`config.mk`:
```
export PLATFORM = sky130hd
export DESIGN_NAME = scope_capture_ctrl
export DESIGN_NICKNAME = d
export VERILOG_FILES = /design/src/rtl/scope_capture_ctrl.sv
export SDC_FILE = /design/constraint.sdc
export NUM_CORES = 1
export LEC_CHECK = 0
export BUFFER_PORTS_ARGS = -buffer_cell sky130_fd_sc_hd__buf_2
export CAP_MARGIN = 5
export CORE_MARGIN = 2
export CORE_UTILIZATION = 40
export DETAILED_ROUTE_END_ITERATION = 6
export GPL_ROUTABILITY_DRIVEN = 1
export SYNTH_ARGS = -nofsm -noshare
export SYNTH_HDL_FRONTEND = slang
export SYNTH_SLANG_ARGS = --single-unit
```
`constraint.sdc`:
```
create_clock -name clk -period 2.75 [get_ports clk]
set_clock_uncertainty 0.15 [all_clocks]
set_input_delay 0 -clock clk [delete_from_list [all_inputs] [get_ports clk]]
set_output_delay 0 -clock clk [all_outputs]
set_load 0.05 [all_outputs]
```
`src/rtl/scope_capture_ctrl.sv`:
```
// Triggered frame capture sequencer for the ADC sample FIFO write side.
// Optional forced auto-trigger in WAIT_TRIG: define SCOPE_AUTO_TRIG_EN.
module scope_capture_ctrl #(
  parameter int DEPTH = 640,
  parameter int CNT_W = 10
`ifdef SCOPE_AUTO_TRIG_EN
  ,
  parameter int AUTO_TIMEOUT = 1048576
`endif
) (
  input  logic       clk,
  input  logic       reset,
  input  logic [7:0] sample,
  input  logic       sample_valid,
  input  logic [7:0] trig_level,
  input  logic       trig_falling,
  input  logic       run,
  input  logic       arm,
  input  logic       abort,
  input  logic       wrempty,
  input  logic       wrfull,
  output logic       wrreq,
  output logic [7:0] wr_data,
  output logic       busy,
  output logic       done,
  output logic       overrun,
  output logic [2:0] state
`ifdef SCOPE_AUTO_TRIG_EN
  ,
  output logic       auto_fired
`endif
);

  typedef enum logic [2:0] {
    S_IDLE       = 3'd0,
    S_WAIT_EMPTY = 3'd1,
    S_WAIT_TRIG  = 3'd2,
    S_CAPTURE    = 3'd3,
    S_DONE       = 3'd4
  } st_e;

  st_e              st_q;
  logic [CNT_W-1:0] cnt_q;
  logic [7:0]       prev_q;
  logic             pok_q;
  logic             ovr_q;

  logic rise;
  logic fall;
  logic hit;
  logic forced;
  logic in_trig;
  logic in_cap;

  assign in_trig = (st_q == S_WAIT_TRIG);
  assign in_cap  = (st_q == S_CAPTURE);

  assign rise = sample_valid & pok_q
              & (prev_q < trig_level)
              & (sample >= trig_level);
  assign fall = sample_valid & pok_q
              & (prev_q > trig_level)
              & (sample <= trig_level);

`ifdef SCOPE_AUTO_TRIG_EN
  localparam int TW = $clog2(AUTO_TIMEOUT + 1);

  logic [TW-1:0] tmo_q;
  logic          af_q;

  // Saturates one past the last wait cycle; any valid sample then fires.
  assign forced     = sample_valid & (tmo_q == TW'(AUTO_TIMEOUT));
  assign auto_fired = af_q;
`else
  assign forced = 1'b0;
`endif

  assign hit = (trig_falling ? fall : rise) | forced;

  assign wrreq = ~abort & sample_valid & ~wrfull
               & (in_cap | (in_trig & hit));

  assign wr_data = sample;
  assign busy    = (st_q != S_IDLE);
  assign done    = (st_q == S_DONE);
  assign overrun = ovr_q;
  assign state   = st_q;

  always_ff @(posedge clk or posedge reset) begin
    if (reset) begin
      st_q   <= S_IDLE;
      cnt_q  <= '0;
      prev_q <= '0;
      pok_q  <= 1'b0;
      ovr_q  <= 1'b0;
`ifdef SCOPE_AUTO_TRIG_EN
      tmo_q  <= '0;
      af_q   <= 1'b0;
`endif
    end else if (abort) begin
      st_q <= S_IDLE;
    end else begin
      unique case (st_q)
        S_IDLE: begin
          if (run | arm) begin
            st_q  <= S_WAIT_EMPTY;
            ovr_q <= 1'b0;
          end
        end
        S_WAIT_EMPTY: begin
          if (wrempty) begin
            st_q  <= S_WAIT_TRIG;
            cnt_q <= '0;
            pok_q <= 1'b0;
`ifdef SCOPE_AUTO_TRIG_EN
            tmo_q <= '0;
            af_q  <= 1'b0;
`endif
          end
        end
        S_WAIT_TRIG: begin
          if (sample_valid) begin
            prev_q <= sample;
            pok_q  <= 1'b1;
          end
`ifdef SCOPE_AUTO_TRIG_EN
          if (tmo_q != TW'(AUTO_TIMEOUT))
            tmo_q <= tmo_q + TW'(1);
          if (forced)
            af_q <= 1'b1;
`endif
          // The triggering sample is frame sample 0.
          if (hit) begin
            st_q  <= (DEPTH == 1) ? S_DONE : S_CAPTURE;
            cnt_q <= CNT_W'(1);
          end
        end
        S_CAPTURE: begin
          if (sample_valid) begin
            prev_q <= sample;
            pok_q  <= 1'b1;
          end
          if (wrfull) begin
            st_q  <= S_DONE;
            ovr_q <= 1'b1;
          end else if (sample_valid) begin
            cnt_q <= cnt_q + CNT_W'(1);
            if (cnt_q == CNT_W'(DEPTH - 1))
              st_q <= S_DONE;
          end
        end
        S_DONE: begin
          st_q <= run ? S_WAIT_EMPTY : S_IDLE;
        end
        default: begin
          st_q <= S_IDLE;
        end
      endcase
    end
  end

endmodule

```
==> reports/results.ini <==
[status]
outcome=finished with violations
violations=negative setup slack

[route]
met1Wirelength_um=1950
drt_iter0_drc=52
routedWlPerCell_um=13.5
drc=0
totalWireLength_um=4040
vias=1611
top_layer_used=met4
wl_met3_um=134
viasPerCell=5.39
wl_met2_um=1920
detail-route-antenna-nets=0
dr.pass1.iters=4

[min_path]
worst_hold_path_type=primary input to flop

[finish]
drive_gt1_share_pct=36.1
final_common_cell=buf_2
layout_common_cells=buf_2 (38), dfrtp_1 (23), nor2_1 (18)
diodes=0
num-nets-final=292
syn2layout_area_growth_pct=37.8

[timing]
worstMarginPinSlew_ps=894
relSlewSlack_pct=40.4
setup_viol=1
drv_slew=0
hold_viol_final=0
fin_setup_tns_ps=-34.3
clock.fmax_ghz=0.359
worst_hold_slack_ps=9.41
min_period_ps=2780
post-route-period-util_pct=101
fin_ws_ps=-34.3
rsz0062_at_grt=true

[placement]
numPortBuffers=39
dpl.hpwl_um=2770
gp_congestion=0.828

[flow_run]
cap_violations=0

[worst_setup_path]
r2r_start=prev_q[7]$_DFFE_PP0P_
timing.critical_path.from_type=flop
r2r_setup_slack_ps=10
ff2ff_path_depth=9
cp-endpoint=wrreq
critical_path.startpoint=prev_q[7]$_DFFE_PP0P_
critical_path_class=flop to output port
r2r-end=cnt_q[3]$_DFFE_PP0P_
required_ps=2600
crit_fanout=2
critical_path_arrival_ps=2630
critPathCaptureType=output port

[logic_synthesis]
synth_seq_area_share_pct=33.5
ys_types=41
yosysWarnings=0
ys_ff_latch=23
yosys.area.top_type=dfrtp_1
netlist_top_cells_area=dfrtp_1 (34%), ha_1 (12%), o31ai_1 (5.2%)
synth_top_area_share_pct=33.5
syn_inst=194
syn_area_um2=1720
avgSynthCellArea_um2=8.85
syn_nets=236

[floorplan]
fp.dieH_um=69.5
dieArea_um2=4830
die_width_um=69.5
start_util_pct=42.3
coreArea_um2=4060
boundaryPins=40
fp-row-count=23

[clock_network]
clk_latency_ps=270
cts_tree=done
path_clk_slew_ps=90
cts.htree.levels=1
cts_made_buffers=3
cts_buffer_depth=2
clock-sinks=23
root_buffer=clkbuf_8

[power]
irDropWorstVdd_v=0.000433
p_leak_nw=1.09
powerDensity_nw_per_um2=650

[grt]
track_usage_pct=17.4
overflow=0
antenna_found_initial=0
first_global_vias=1598
grt_pass1_wl_um=7000
grt_max_degree=24

==> worst max-delay path, cell delays in order, from the launching register on <==
cell and delay, ps:
dfrtp_1 420, ha_4 280, buf_4 100, nand4_1 140, nor3_2 140, a21bo_2 260, a2111oi_4 280, buf_4 160
o31a_1 150, nor2_2 60, nor3b_4 190, buf_6 180
==> routing by layer <==
metal	vias up	GRT usage [%]
met5	-	0
met1	763	24.2
li1	812	-
met3	4	2.03
met4	0	3.27
met2	32	29.3
==> cells in the mapped netlist (all sizes together) <==
library cell / count
o41ai: 2
nor4b: 1
nor3: 3
buf: 10
and2: 1
nor3b: 2
a2111oi: 1
nor4: 1
or3: 2
nand3: 6
o21ai: 11
mux2: 7
nor2b: 2
xnor2: 1
ha: 17
nor2: 19
o211ai: 3
a21oi: 9
and4: 1
clkbuf: 4
dfrtp: 23
and3: 6
inv: 13
or2: 1
a31oi: 4
o2111ai: 2
a21o: 3
a21bo: 1
nand2: 10
o31a: 1
a211oi: 1
nand2b: 9
nand4: 3
o31ai: 12
a221o: 1
o21a: 1
==> report_power, final <==
group	switching [mW]	total, mW	internal (mW)
combinational	0.461	0.799	0.339
clock	0.115	0.216	0.101
sequential	0.0993	0.522	0.422
==> logic make-up after synthesis <==
logic type / after synthesis / share of synthesized area, %
muxes: 7 / 4.59
AOI/OAI and AO/OA: 52 / 20.6
adders and majority gates: 17 / 12.4
and+or+nand+nor: 67 / 20.6
buffers and inverters: 27 / 7.73
xor gates and xnor gates: 1 / 0.510
DFF: 23 / 33.5
==> state kept, by name, indices dropped and copies added (netlist names) <==
register	flops
state	3
cnt_q	10
prev_q	8
overrun	1
pok_q	1
==> layout make-up <==
type,count,area [um2]
Timing Repair Buffer,65,439
Fill cell,363,1690
Inverter,13,48.8
Tap cell,50,62.6
Clock buffer,3,41.3
Sequential cell,23,576
Multi-Input combinational cell,144,1190
Clock inverter,1,5.00
==> worst min path at each step <==
stage,from,endpoint,depth (start not counted)
after floorplan,reset,cnt_q[0]$_DFFE_PP0P_,1
after global placement,sample[0],prev_q[0]$_DFFE_PP0P_,3
after detailed placement,reset,cnt_q[2]$_DFFE_PP0P_,2
after CTS,run,state[0]$_DFFE_PP0P_,5
after global routing,run,state[0]$_DFFE_PP0P_,5
final,run,state[0]$_DFFE_PP0P_,5
==> through the flow <==
stage	area (um2)	setup slack [ps]	util (%)	power [mW]	instances
after floorplan	1730	12.2	-	1.01	194
after global placement	1950	-31.7	48.0	1.17	275
after detailed placement	1950	-118	48.0	1.17	275
after CTS	2260	-53.0	55.6	1.46	296
after global routing	2360	-191	58.3	1.67	299
final	2360	-34.3	58.3	1.54	299
==> timing repair <==
action / CTS / global route
setup endpoints to repair: 10 / 11
hold buffers: 14 / 0
resized for setup: 14 / 21
buffers inserted: 3 / 4
hold endpoints to repair: 37 / 0
pin swaps: 6 / 4
Note: power is estimated with default switching activity, not from simulation.
